**config.mk**
```make
export PLATFORM = sky130hd
export DESIGN_NAME = alu_op_sequencer_flat
export DESIGN_NICKNAME = d
export VERILOG_FILES = /design/src/rtl/alu_op_sequencer_if.sv /design/src/rtl/alu_op_sequencer.sv /design/src/flat_wrapper.sv
export SDC_FILE = /design/constraint.sdc
export NUM_CORES = 1
export LEC_CHECK = 0
export BUFFER_PORTS_ARGS = -buffer_cell sky130_fd_sc_hd__clkbuf_2
export CAP_MARGIN = 30
export CORE_MARGIN = 3
export CORE_UTILIZATION = 49
export DETAILED_ROUTE_END_ITERATION = 16
export GPL_TIMING_DRIVEN = 0
export PLACE_DENSITY = 0.93
export SKIP_CTS_REPAIR_TIMING = 1
export SLEW_MARGIN = 40
export SYNTH_ARGS = -nofsm -noshare
export SYNTH_HDL_FRONTEND = slang
export SYNTH_SLANG_ARGS = --single-unit
```
**constraint.sdc**
```tcl
create_clock -name clk -period 3.4 [get_ports clk]
set_clock_uncertainty 0.2 [all_clocks]
set_input_delay 0.68 -clock clk [delete_from_list [all_inputs] [get_ports clk]]
set_output_delay 0.68 -clock clk [all_outputs]
set_load 0.02 [all_outputs]
```
**src/rtl/alu_op_sequencer_if.sv**
```systemverilog
// Command and response handshake bundle between a command source and alu_op_sequencer.
// master drives commands and consumes responses; slave is the sequencer side.
interface alu_op_sequencer_if #(
   parameter int AWIDTH    = 3,
   parameter int DWIDTH    = 8,
   parameter int ALU_SEL_W = 3
) ();
   logic                 cmd_valid;
   logic                 cmd_ready;
   logic [ALU_SEL_W-1:0] cmd_op;
   logic [AWIDTH-1:0]    cmd_rs1;
   logic [AWIDTH-1:0]    cmd_rs2;
   logic [AWIDTH-1:0]    cmd_rd;
   logic                 cmd_use_imm;
   logic [DWIDTH-1:0]    cmd_imm;
   logic                 rsp_valid;
   logic                 rsp_ready;
   logic [DWIDTH-1:0]    rsp_res;
   logic                 rsp_zero;
   logic                 rsp_err;

   modport master (
      output cmd_valid, cmd_op, cmd_rs1, cmd_rs2, cmd_rd, cmd_use_imm, cmd_imm, rsp_ready,
      input  cmd_ready, rsp_valid, rsp_res, rsp_zero, rsp_err
   );

   modport slave (
      input  cmd_valid, cmd_op, cmd_rs1, cmd_rs2, cmd_rd, cmd_use_imm, cmd_imm, rsp_ready,
      output cmd_ready, rsp_valid, rsp_res, rsp_zero, rsp_err
   );
endinterface

```
**src/rtl/alu_op_sequencer.sv**
```systemverilog
// Execute-stage sequencer: accept command, drive ALU/regbank for one cycle, write back, respond.
// Legal op: EXEC at T+1, wen at T+2, rsp_valid from T+3; cmd_ready low until the response is taken.
module alu_op_sequencer #(
   parameter int AWIDTH    = 3,
   parameter int DWIDTH    = 8,
   parameter int ALU_SEL_W = 3
) (
   input  logic                 clk,
   input  logic                 rst,
   alu_op_sequencer_if.slave    bus,
   output logic [AWIDTH-1:0]    raddr1,
   output logic [AWIDTH-1:0]    raddr2,
   output logic                 mux_sel,
   output logic [DWIDTH-1:0]    imm_out,
   output logic [ALU_SEL_W-1:0] alu_sel,
   input  logic [DWIDTH-1:0]    alu_res,
   input  logic                 alu_res_is_0,
   output logic [AWIDTH-1:0]    waddr,
   output logic [DWIDTH-1:0]    wdata,
   output logic                 wen
);

   typedef enum logic [1:0] {IDLE, EXEC, WB, RESP} state_t;

   state_t               state_q, state_d;
   logic [AWIDTH-1:0]    raddr1_q, raddr1_d;
   logic [AWIDTH-1:0]    raddr2_q, raddr2_d;
   logic [ALU_SEL_W-1:0] alu_sel_q, alu_sel_d;
   logic                 mux_sel_q, mux_sel_d;
   logic [DWIDTH-1:0]    imm_out_q, imm_out_d;
   logic [AWIDTH-1:0]    rd_q, rd_d;
   logic [DWIDTH-1:0]    res_q, res_d;
   logic                 zero_q, zero_d;
   logic                 err_q, err_d;
   logic                 op_legal;

   always_comb begin
      op_legal = 1'b0;
      case (bus.cmd_op)
         ALU_SEL_W'(0), ALU_SEL_W'(1), ALU_SEL_W'(2),
         ALU_SEL_W'(6), ALU_SEL_W'(7): op_legal = 1'b1;
         default:                     op_legal = 1'b0;
      endcase
   end

   // ALU-facing fields only load on a legal accept so they hold steady outside EXEC.
   always_comb begin
      state_d   = state_q;
      raddr1_d  = raddr1_q;
      raddr2_d  = raddr2_q;
      alu_sel_d = alu_sel_q;
      mux_sel_d = mux_sel_q;
      imm_out_d = imm_out_q;
      rd_d      = rd_q;
      res_d     = res_q;
      zero_d    = zero_q;
      err_d     = err_q;
      case (state_q)
         IDLE: begin
            if (bus.cmd_valid) begin
               rd_d = bus.cmd_rd;
               if (op_legal) begin
                  raddr1_d  = bus.cmd_rs1;
                  raddr2_d  = bus.cmd_rs2;
                  alu_sel_d = bus.cmd_op;
                  mux_sel_d = bus.cmd_use_imm;
                  imm_out_d = bus.cmd_imm;
                  state_d   = EXEC;
               end else begin
                  res_d   = '0;
                  zero_d  = 1'b0;
                  err_d   = 1'b1;
                  state_d = RESP;
               end
            end
         end
         EXEC: begin
            res_d   = alu_res;
            zero_d  = alu_res_is_0;
            state_d = WB;
         end
         WB: state_d = RESP;
         RESP: begin
            if (bus.rsp_ready) begin
               err_d   = 1'b0;
               state_d = IDLE;
            end
         end
         default: state_d = IDLE;
      endcase
   end

   always_ff @(posedge clk) begin
      if (rst) begin
         state_q   <= IDLE;
         raddr1_q  <= '0;
         raddr2_q  <= '0;
         alu_sel_q <= '0;
         mux_sel_q <= 1'b0;
         imm_out_q <= '0;
         rd_q      <= '0;
         res_q     <= '0;
         zero_q    <= 1'b0;
         err_q     <= 1'b0;
      end else begin
         state_q   <= state_d;
         raddr1_q  <= raddr1_d;
         raddr2_q  <= raddr2_d;
         alu_sel_q <= alu_sel_d;
         mux_sel_q <= mux_sel_d;
         imm_out_q <= imm_out_d;
         rd_q      <= rd_d;
         res_q     <= res_d;
         zero_q    <= zero_d;
         err_q     <= err_d;
      end
   end

   // Write enable is gated by rst so a reset landing in WB never commits a partial write.
   assign wen           = (state_q == WB) && (rd_q != '0) && !rst;
   assign waddr         = rd_q;
   assign wdata         = res_q;
   assign raddr1        = raddr1_q;
   assign raddr2        = raddr2_q;
   assign alu_sel       = alu_sel_q;
   assign mux_sel       = mux_sel_q;
   assign imm_out       = imm_out_q;
   assign bus.cmd_ready = (state_q == IDLE);
   assign bus.rsp_valid = (state_q == RESP);
   assign bus.rsp_res   = res_q;
   assign bus.rsp_zero  = zero_q;
   assign bus.rsp_err   = err_q;

endmodule

```
**src/flat_wrapper.sv**
```systemverilog
// flat-port wrapper written by rule: the top's interface ports become plain ports
module alu_op_sequencer_flat 
#(
   parameter int AWIDTH    = 3,
   parameter int DWIDTH    = 8,
   parameter int ALU_SEL_W = 3
)
  (clk, rst, raddr1, raddr2, mux_sel, imm_out, alu_sel, alu_res, alu_res_is_0, waddr, wdata, wen, bus_cmd_valid, bus_cmd_op, bus_cmd_rs1, bus_cmd_rs2, bus_cmd_rd, bus_cmd_use_imm, bus_cmd_imm, bus_rsp_ready, bus_cmd_ready, bus_rsp_valid, bus_rsp_res, bus_rsp_zero, bus_rsp_err);
  alu_op_sequencer_if #(.AWIDTH(AWIDTH), .DWIDTH(DWIDTH), .ALU_SEL_W(ALU_SEL_W)) bus_i ();
  input  logic clk;
  input  logic rst;
  output logic [AWIDTH-1:0] raddr1;
  output logic [AWIDTH-1:0] raddr2;
  output logic mux_sel;
  output logic [DWIDTH-1:0] imm_out;
  output logic [ALU_SEL_W-1:0] alu_sel;
  input  logic [DWIDTH-1:0] alu_res;
  input  logic alu_res_is_0;
  output logic [AWIDTH-1:0] waddr;
  output logic [DWIDTH-1:0] wdata;
  output logic wen;
  input wire logic [$bits(bus_i.cmd_valid)-1:0] bus_cmd_valid;
  input wire logic [$bits(bus_i.cmd_op)-1:0] bus_cmd_op;
  input wire logic [$bits(bus_i.cmd_rs1)-1:0] bus_cmd_rs1;
  input wire logic [$bits(bus_i.cmd_rs2)-1:0] bus_cmd_rs2;
  input wire logic [$bits(bus_i.cmd_rd)-1:0] bus_cmd_rd;
  input wire logic [$bits(bus_i.cmd_use_imm)-1:0] bus_cmd_use_imm;
  input wire logic [$bits(bus_i.cmd_imm)-1:0] bus_cmd_imm;
  input wire logic [$bits(bus_i.rsp_ready)-1:0] bus_rsp_ready;
  output wire logic [$bits(bus_i.cmd_ready)-1:0] bus_cmd_ready;
  output wire logic [$bits(bus_i.rsp_valid)-1:0] bus_rsp_valid;
  output wire logic [$bits(bus_i.rsp_res)-1:0] bus_rsp_res;
  output wire logic [$bits(bus_i.rsp_zero)-1:0] bus_rsp_zero;
  output wire logic [$bits(bus_i.rsp_err)-1:0] bus_rsp_err;
  assign bus_i.cmd_valid = bus_cmd_valid;
  assign bus_i.cmd_op = bus_cmd_op;
  assign bus_i.cmd_rs1 = bus_cmd_rs1;
  assign bus_i.cmd_rs2 = bus_cmd_rs2;
  assign bus_i.cmd_rd = bus_cmd_rd;
  assign bus_i.cmd_use_imm = bus_cmd_use_imm;
  assign bus_i.cmd_imm = bus_cmd_imm;
  assign bus_i.rsp_ready = bus_rsp_ready;
  assign bus_cmd_ready = bus_i.cmd_ready;
  assign bus_rsp_valid = bus_i.rsp_valid;
  assign bus_rsp_res = bus_i.rsp_res;
  assign bus_rsp_zero = bus_i.rsp_zero;
  assign bus_rsp_err = bus_i.rsp_err;
  alu_op_sequencer #(.AWIDTH(AWIDTH), .DWIDTH(DWIDTH), .ALU_SEL_W(ALU_SEL_W)) u_core (.clk(clk), .rst(rst), .bus(bus_i), .raddr1(raddr1), .raddr2(raddr2), .mux_sel(mux_sel), .imm_out(imm_out), .alu_sel(alu_sel), .alu_res(alu_res), .alu_res_is_0(alu_res_is_0), .waddr(waddr), .wdata(wdata), .wen(wen));
endmodule
```
==> results of run 1 <==
-- per-layer routing --
metal	routed length [um]	global-route usage, %	vias to the layer above
li1	-	-	745
met1	1510	20.8	678
met2	1720	32.0	53
met3	260	6.65	6
met4	43	5.79	0
met5	0	0	-
-- critical path: stages --
cell      delay [ps]
clkbuf_1         190
inv_1            160
clkbuf_1         360
buf_2            300
o311a_1          200
clkbuf_2         160
-- Yosys cell counts --
cell type	count
mux2i_1	25
o21a_1	1
nor2b_1	4
buf_2	3
nor3_4	1
buf_4	8
o21ai_0	2
nand3_1	8
buf_6	1
a32o_1	1
o2111ai_1	1
nand2_1	52
o311a_1	1
o211a_1	1
and3b_1	1
inv_1	6
or3_2	1
o32ai_1	1
mux2_2	1
a21oi_1	5
o31ai_1	1
nor3b_1	1
clkbuf_1	5
dfxtp_1	33
or4_1	2
o221a_2	1
buf_12	1
ha_1	5
nor2_1	2
a31oi_1	1
-- power groups by stage --
stage | combinational, W | clock (W) | sequential, W
2_1_floorplan | 0.000380 | 0 | 0.000566
3_3_place_gp | 0.000592 | 0 | 0.000503
3_5_place_dp | 0.000602 | 0 | 0.000506
4_1_cts | 0.000604 | 0.000220 | 0.000497
5_1_grt | 0.000652 | 0.000241 | 0.000509
6_report | 0.000599 | 0.000210 | 0.000497
-- state kept, by name (all words and copies together) (netlist names) --
register,count
u_core.bus.rsp_res,8
u_core.imm_out,8
u_core.alu_sel,3
u_core.raddr1,3
u_core.raddr2,3
u_core.waddr,3
u_core.state_q,2
u_core.bus.rsp_err,1
u_core.bus.rsp_zero,1
u_core.mux_sel,1
-- through the flow --
stage	power (W)	setup slack (ps)	cell area (um2)	cells	hold WS, ps
final	0.00131	471	2050	300	261
after global routing	0.00140	356	2050	300	278
after CTS	0.00132	475	2050	300	263
after detailed placement	0.00111	485	1990	292	248
after global placement	0.00109	449	1990	292	242
after floorplan	0.000946	798	1570	176	326
-- cells in the final DEF (no fill, tap or decap) --
master / instances
clkinvlp_4: 1
nand2_1: 52
inv_1: 6
ha_1: 5
clkinv_2: 2
nand3_1: 8
or4_1: 2
o21a_1: 1
buf_2: 3
o211a_1: 1
clkbuf_1: 5
a31oi_1: 1
o21ai_0: 2
mux2i_1: 25
o2111ai_1: 1
clkbuf_4: 5
o31ai_1: 1
buf_6: 1
buf_12: 1
and3b_1: 1
a32o_1: 1
mux2_2: 1
nor2b_1: 4
dfxtp_1: 33
nor2_1: 2
or3_2: 1
o32ai_1: 1
buf_4: 8
a21oi_1: 5
nor3b_1: 1
o311a_1: 1
clkbuf_2: 74
o221a_2: 1
nor3_4: 1
-- how the worst min path moves through the flow --
| stage | from | to | slack (ps) | cells after the start |
|---|---|---|---|---|
| finish | u_core.imm_out[0] | u_core.imm_out[0] | 260 | 2 |
| global route | u_core.imm_out[0] | u_core.imm_out[0] | 280 | 2 |
| CTS | u_core.imm_out[0] | u_core.imm_out[0] | 260 | 2 |
| detailed placement | u_core.imm_out[0] | u_core.imm_out[0] | 250 | 2 |
| global placement | u_core.alu_sel[0] | u_core.alu_sel[0] | 240 | 2 |
| floorplan | u_core.state_q[0] | u_core.state_q[0] | 330 | 1 |
-- layout make-up --
cell class | count | area [um2]
well taps | 42 | 52.6
plain buffers | 18 | 125
clock inverters | 3 | 17.5
clock buffers | 5 | 37.5
multi-input cells | 119 | 762
fillers | 250 | 852
repair buffers | 74 | 370
inverters | 6 | 22.5
flip-flops and latches | 33 | 661
-- cell families after synthesis --
group | after synthesis | synth area share [%]
AOI/OAI and AO/OA | 16 | 7.33
adders and majority gates | 5 | 3.98
buffers and inverters | 24 | 9.40
DFF | 33 | 42.1
muxes | 26 | 16.7
and+or+nand+nor | 72 | 20.6
==> summary.txt, run 1 <==
Routing
  – Via count: 1,482
  – Drc violations: 0
  – ANT nets after route: 0
  – Final wirelength: 3.54 mm
  – 1st-pass router iterations: 4
  – DR vias/cell: 4.94
  – Routed length per instance: 11.8 um
  – Initial DRC count: 56

Pwr
  – Clock power share: 16.1%
  – Leakage: 1.04 nW
  – Switching share of power: 40.0%
  – Sequential power share: 38.1%
  – PwrDens: 638 mW/mm2
  – Gate power share: 45.9%
  – Power Internal: 0.000783 W
  – Net Sw Power: 0.000523 W
  – Worst vdd ir: 380 uV

Worst setup path
  – Setup Crit Path Kind: input pin to output pin
  – Worst endpoint required time: 2520 ps
  – CP Launch Type: input pin
  – R2r startpoint: u_core.state_q[1]
  – Critical Path End Type: output pin
  – Critical Path End: wen
  – CP Max Fanout: 10
  – Worst Setup SP: rst
  – Crit path DAT: 2050 ps
  – RR Endpoint: u_core.imm_out[4]
  – Worst r2r path cells: 7
  – Reg2Reg Setup Slack: 1230 ps

Synthesis
  – Share of the synthesized area in the top cell type: 42.1%
  – Post-Syn Instances: 176
  – Average size of a mapped cell: 8.92 um2
  – Register area share after synthesis: 42.1%
  – Post-Synthesis Cell Area: 0.00157 mm2
  – Syn Nets: 215
  – Synth warn: 0
  – Synth area leader: dfxtp_1
  – #FFs+latches synth: 33
  – Synth cell types: 30
  – Synth area leaders: dfxtp_1 42%, mux2i_1 16%, nand2_1 12%

Placed design
  – Final GP Congestion: 0.848
  – Placed wire-length estimate: 2.85 mm
  – PortBufs: 74

Floorplanning
  – Die height: 62.6 um
  – Initial Utilization: 54.1%
  – Chip width: 62.6 um
  – Core box area: 0.00290 mm2
  – Die ar.: 0.00392 mm2
  – Row cnt: 19
  – I/O pin cnt: 76

Clock tree
  – TritonCTS clock tree: done
  – H-tree lvl count: 2
  – Clock slew at reported path FFs: 110 ps
  – Clk Latency, worst-skew pair: 330 ps
  – CTS Buf Count: 5
  – CTS Sinks: 33
  – Worst-case clock buffer depth: 2
  – Root Driver: clkbuf_4

Timing
  – Final setup TNS: 0 ps
  – Final setup fails: 0
  – Crit path time final: 2930 ps
  – Unrepaired setup endpoints after global routing: false
  – Tcrit/Tclk final: 86.2%
  – Actual slew at the worst max-slew pin: 499 ps
  – Max_slew headroom: 66.6%
  – Slew Viols, Final: 0
  – Hold violation total from the final report: 0
  – FMAX: 341 MHz

Final layout
  – Area growth, synth to finish: 30.4%
  – Layout Nets: 296
  – Share of layout cells above drive strength 1: 38.4%
  – Antenna Cells: 0
  – Util after Layout: 70.6%

Global route
  – Antenna violations before repair: 0
  – First-pass GRT wire length: 5.79 mm
  – Gr ovfl total: 0
  – Number of global-route vias before repair: 1,345
  – GRT Total Usage: 18.4%
  – Largest net degree at the start of global routing: 12

Run status
  – Outcome: completed

Run
  – Max Cap Viol: 0

Hold path
  – Worst hold path class: flop to flop
Power figures use the tool's default switching activity.
==> run 2: changes to the inputs <==
==> constraint.sdc (replaced) <==
create_clock -name clk -period 3.4 [get_ports clk]
set_clock_uncertainty 0.2 [all_clocks]
set_input_delay 1.02 -clock clk [delete_from_list [all_inputs] [get_ports clk]]
set_output_delay 1.02 -clock clk [all_outputs]
set_load 0.02 [all_outputs]
==> run 2 against run 1 <==
Final cell count is 0.33% lower; first-iteration DRC count is 7.1% lower; critical path depth is 1 lower; non-clock buffer count fell by 1; clock power barely moved; register-to-register slack about the same; core utilization is 0.13 points lower; total power barely moved; sequential power about the same; sequential cell count is the same; highest routed layer unchanged.
==> summary.txt, run 2 (synthesized netlist as in run 1, its figures left out) <==
Clock tree
  – Clock slew at reported path FFs: 110 ps (about the same)
  – H-tree lvl count: 2 (unchanged)
  – CTS Sinks: 33 (unchanged)
  – Root Driver: clkbuf_4
  – TritonCTS clock tree: done
  – CTS Buf Count: 5 (unchanged)
  – Clk Latency, worst-skew pair: 330 ps (about the same)
  – Worst-case clock buffer depth: 2 (unchanged)

Worst setup path
  – CP Launch Type: input pin
  – Crit path DAT: 2070 ps (+20 ps)
  – Worst endpoint required time: 2180 ps (-340 ps)
  – CP Max Fanout: 13 (+3)
  – Setup Crit Path Kind: input pin to output pin
  – Critical Path End Type: output pin

Final layout
  – Design Area, Final: 0.00204 mm2 (-0.18%)
  – Layout Nets: 295 (-0.34%)
  – Area growth, synth to finish: 30.2%
  – Most frequent cells in the layout: 74 x clkbuf_2, 52 x nand2_1, 33 x dfxtp_1
  – Non-filler cells in the finished layout: 299 (-0.33%)
  – Commonest non-fill, non-tap cell in the layout: clkbuf_2
  – Fill count: 252 (+0.80%)
  – Share of layout cells above drive strength 1: 38.9% (+0.54 points)
  – Antenna Cells: 0 (unchanged)

Placed design
  – Placed wire-length estimate: 2.85 mm (unchanged)
  – Final GP Congestion: 0.848 (unchanged)
  – PortBufs: 74 (unchanged)
  – Placed Area: 0.00199 mm2 (unchanged)
  – Dpl cells: 292 (unchanged)
  – Dpl ws: -195 ps (-680 ps)

Routing
  – Initial DRC count: 52 (-7.1%)
  – ANT nets after route: 0 (unchanged)
  – Routed length per instance: 11.8 um (+0.22%)
  – Metal2 WL: 1.74 mm (+1.0%)
  – Final wirelength: 3.53 mm (-0.11%)
  – 1st-pass router iterations: 4 (unchanged)
  – Drc violations: 0 (unchanged)
  – Uppermost routed layer: met4
  – Met3 routed WL: 274 um (+5.4%)
  – DR vias/cell: 4.92 (-0.34%)
  – M1 WL: 1.48 mm (-2.4%)
  – Via count: 1,472 (-0.67%)

Pwr
  – Clock power share: 16.1% (about the same)
  – PwrDens: 639 mW/mm2 (+0.11%)
  – Leakage: 1.03 nW (-0.22%)
  – Power Internal: 0.000783 W (about the same)
  – Sequential power share: 38.1% (about the same)
  – Gate power share: 45.8% (about the same)
  – Switching share of power: 40.0% (about the same)
  – Net Sw Power: 0.000523 W (-0.10%)
  – Worst vdd ir: 377 uV (-0.79%)

Run status
  – Outcome: completed

Global route
  – First-pass GRT wire length: 5.79 mm (unchanged)
  – Gr ovfl total: 0 (unchanged)
  – Largest net degree at the start of global routing: 12 (unchanged)
  – GRT Total Usage: 18.4% (unchanged)
  – Number of global-route vias before repair: 1,345 (unchanged)
  – Antenna violations before repair: 0 (unchanged)

Hold path
  – Worst hold path class: flop to flop

Floorplanning
  – Chip width: 62.6 um (unchanged)
  – Core box area: 0.00290 mm2 (unchanged)
  – I/O pin cnt: 76 (unchanged)
  – Die ar.: 0.00392 mm2 (unchanged)
  – Initial Utilization: 54.1% (unchanged)
  – Row cnt: 19 (unchanged)
  – Die height: 62.6 um (unchanged)

Timing
  – Final setup fails: 0 (unchanged)
  – Final setup TNS: 0 ps (unchanged)
  – Unrepaired setup endpoints after global routing: false
  – FMAX: 304 MHz (-11%)
  – Hold violation total from the final report: 0 (unchanged)
  – Actual slew at the worst max-slew pin: 500 ps (+0.434 ps)
  – Tcrit/Tclk final: 96.7% (+11 points)
  – Slew Viols, Final: 0 (unchanged)
  – Max_slew headroom: 66.6% (about the same)
  – Crit path time final: 3290 ps (+358 ps)
  – Worst setup slack after layout: 113 ps (-358 ps)

Run
  – Max Cap Viol: 0 (unchanged)
run 2: cell types whose count changed in the layout (fill, tap and decap cells not counted):
cell | before | now
clkbuf_1 | 5 | 4
inv_1 | 6 | 5
inv_2 | 0 | 1
run 2: area by class of cell:
class,count,area (um2),share of cell area (%)
inverters,6,22.5,1.10
clock buffers,5,37.5,1.84
clock inverters,3,17.5,0.857
flip-flops and latches,33,661,32.3
well taps,42,52.6,2.57
repair buffers,74,370,18.1
plain buffers,17,121,5.94
multi-input cells,119,762,37.3
run 2: per-layer routing:
metal	GRT usage (%)	vias up
met5	0	-
met4	5.79	0
met3	6.65	6
met2	32.0	59
met1	20.8	664
li1	-	743
run 2: critical path: stages:
cell and delay, ps:
clkbuf_1 200, inv_2 230, buf_2 250, o311a_1 200, clkbuf_2 160
run 2: power by group through the flow:
stage / clock network (W) / logic, W / registers [W]
floorplan: 0 / 0.000380 / 0.000566
global placement: 0 / 0.000592 / 0.000503
detailed placement: 0 / 0.000602 / 0.000506
CTS: 0.000220 / 0.000604 / 0.000497
global route: 0.000241 / 0.000652 / 0.000509
finish: 0.000210 / 0.000598 / 0.000497
run 2: stage by stage:
| stage | util, % | hold slack [ps] | power (W) |
|---|---|---|---|
| finish | 70.5 | 261 | 0.00131 |
| global route | 70.5 | 278 | 0.00140 |
| CTS | 70.6 | 263 | 0.00132 |
| detailed placement | 68.7 | 248 | 0.00111 |
| global placement | 68.7 | 242 | 0.00109 |
| floorplan | - | 326 | 0.000946 |
run 2: path summary, 6_finish.rpt:
path / startpoint / to / cells after the start / slack, ps
min reg2reg: u_core.imm_out[0] / u_core.imm_out[0] / 2 / 260
max reg2reg: u_core.state_q[1] / u_core.imm_out[4] / 7 / 1230
max: rst / wen / 5 / 110
min: u_core.imm_out[0] / u_core.imm_out[0] / 2 / 260
==> run 3: changes to the inputs <==
Settings changed: SETUP_SLACK_MARGIN from default to 0.5.
Clock period 3.4 ns to 4.1 ns, I/O delays scaled along.
==> run 3 against run 2 <==
Clock-buffer cell count stayed put; final cell count is 0.33% higher; via count is 1.1% lower; worst hold slack hardly changed; sequential cell count stayed put; setup slack better by 440 ps; critical path depth is 1 higher; sequential share of layout area is 0.29 points lower; global-route usage is 0.23 points higher.
==> summary.txt, run 3 (synthesized netlist as in run 1, its figures left out) <==
Run status
  – Outcome: completed

Routing
  – Routed length per instance: 11.9 um (+0.32%)
  – ANT nets after route: 0 (unchanged)
  – Drc violations: 0 (unchanged)
  – Initial DRC count: 36 (-31%)
  – Via count: 1,456 (-1.1%)
  – 1st-pass router iterations: 4 (unchanged)
  – Final wirelength: 3.56 mm (+0.65%)
  – DR vias/cell: 4.85 (-1.4%)

Timing
  – Hold violation total from the final report: 0 (unchanged)
  – Unrepaired setup endpoints after global routing: false
  – Final setup fails: 0 (unchanged)
  – Crit path time final: 3550 ps
  – FMAX: 282 MHz
  – Tcrit/Tclk final: 86.6%
  – Max_slew headroom: 66.3% (-0.34 points)
  – Actual slew at the worst max-slew pin: 504 ps (+4.56 ps)
  – Worst setup slack after layout: 549 ps (+436 ps)
  – Final setup TNS: 0 ps (unchanged)
  – Slew Viols, Final: 0 (unchanged)

Pwr
  – PwrDens: 526 mW/mm2 (-18%)
  – Worst vdd ir: 352 uV (-6.6%)
  – Leakage: 1.05 nW (+1.1%)

Final layout
  – Antenna Cells: 0 (unchanged)
  – Layout Nets: 296 (+0.34%)
  – Design Area, Final: 0.00206 mm2 (+0.92%)
  – Commonest non-fill, non-tap cell in the layout: clkbuf_2
  – Most frequent cells in the layout: 75 x clkbuf_2, 52 x nand2_1, 33 x dfxtp_1
  – Area growth, synth to finish: 31.4%
  – Util after Layout: 71.1% (+0.65 points)
  – Share of layout cells above drive strength 1: 39.5% (+0.62 points)

Floorplanning
  – Row cnt: 19 (unchanged)
  – Die height: 62.6 um (unchanged)
  – Chip width: 62.6 um (unchanged)
  – Initial Utilization: 54.1% (unchanged)
  – Core box area: 0.00290 mm2 (unchanged)
  – Die ar.: 0.00392 mm2 (unchanged)
  – I/O pin cnt: 76 (unchanged)

Global route
  – First-pass GRT wire length: 5.96 mm (+3.0%)
  – Number of global-route vias before repair: 1,349 (+0.30%)
  – GRT Total Usage: 18.6% (+0.23 points)
  – Antenna violations before repair: 0 (unchanged)
  – Largest net degree at the start of global routing: 12 (unchanged)
  – Gr ovfl total: 0 (unchanged)

Clock tree
  – H-tree lvl count: 2 (unchanged)
  – TritonCTS clock tree: done
  – Clock slew at reported path FFs: 90 ps (-20 ps)
  – CTS Sinks: 33 (unchanged)
  – CTS Buf Count: 5 (unchanged)
  – Worst-case clock buffer depth: 2 (unchanged)
  – Clk Latency, worst-skew pair: 320 ps (about the same)
  – Root Driver: clkbuf_4

Placed design
  – Placed wire-length estimate: 2.85 mm (about the same)
  – Final GP Congestion: 0.776 (-8.5%)
  – PortBufs: 74 (unchanged)
  – Placed Area: 0.00199 mm2 (about the same)
  – Dpl ws: 229 ps (+424 ps)

Hold path
  – Worst hold path class: flop to flop
  – Min-Delay Path Depth: 2 (unchanged)
  – Hold Path Sink: u_core.imm_out[2]
  – Hold wc startpoint: u_core.imm_out[2]

Worst setup path
  – CP Max Fanout: 10 (-3)
  – CP Launch Type: input pin
  – R2r startpoint: u_core.state_q[1]
  – Critical Path End Type: output pin
  – Reg2Reg Setup Slack: 1900 ps (+670 ps)
  – Crit path DAT: 2120 ps (+50 ps)
  – Worst r2r path cells: 7 (unchanged)
  – Setup Crit Path Kind: input pin to output pin
  – RR Endpoint: u_core.imm_out[5]
  – Worst endpoint required time: 2670 ps (+490 ps)

Run
  – Max Cap Viol: 0 (unchanged)
## run 3: worst max-delay path by stage
stage,from,endpoint,slack (ps),cells after the start
floorplan,rst,wen,510,5
global placement,rst,wen,230,6
detailed placement,rst,wen,230,6
CTS,rst,wen,230,6
global route,rst,wen,510,6
finish,rst,wen,550,6
## run 3: final cells by class
cell class | count | area, um2
Fill cell | 262 | 837
Multi-Input combinational cell | 119 | 762
Sequential cell | 33 | 661
Timing Repair Buffer | 74 | 370
Buffer | 18 | 140
Tap cell | 42 | 52.6
Clock buffer | 5 | 37.5
Inverter | 6 | 22.5
Clock inverter | 3 | 17.5
## run 3: power breakdown
| group | internal [W] | switching (W) |
|---|---|---|
| registers | 0.000376 | 0.0000360 |
| logic | 0.000212 | 0.000289 |
| clock network | 0.0000646 | 0.000107 |
## run 3: per-layer routing
layer | vias up | wire length (um) | track usage (%)
met1 | 653 | 1540 | 20.4
met4 | 0 | 34 | 7.71
li1 | 748 | - | -
met3 | 6 | 226 | 6.29
met5 | - | 0 | 0
met2 | 49 | 1760 | 32.6
## run 3: critical path, cell delays in order
cell and delay, ps:
clkbuf_2 170, inv_2 120, buf_6 140, buf_6 150
o311a_1 160, clkbuf_2 160
## run 3: through the flow
stage,power [W],instances,hold WS [ps]
after floorplan,0.000785,176,326
after global placement,0.000908,292,242
after detailed placement,0.000924,292,250
after CTS,0.00110,300,264
after global routing,0.00117,300,276
final,0.00109,300,261
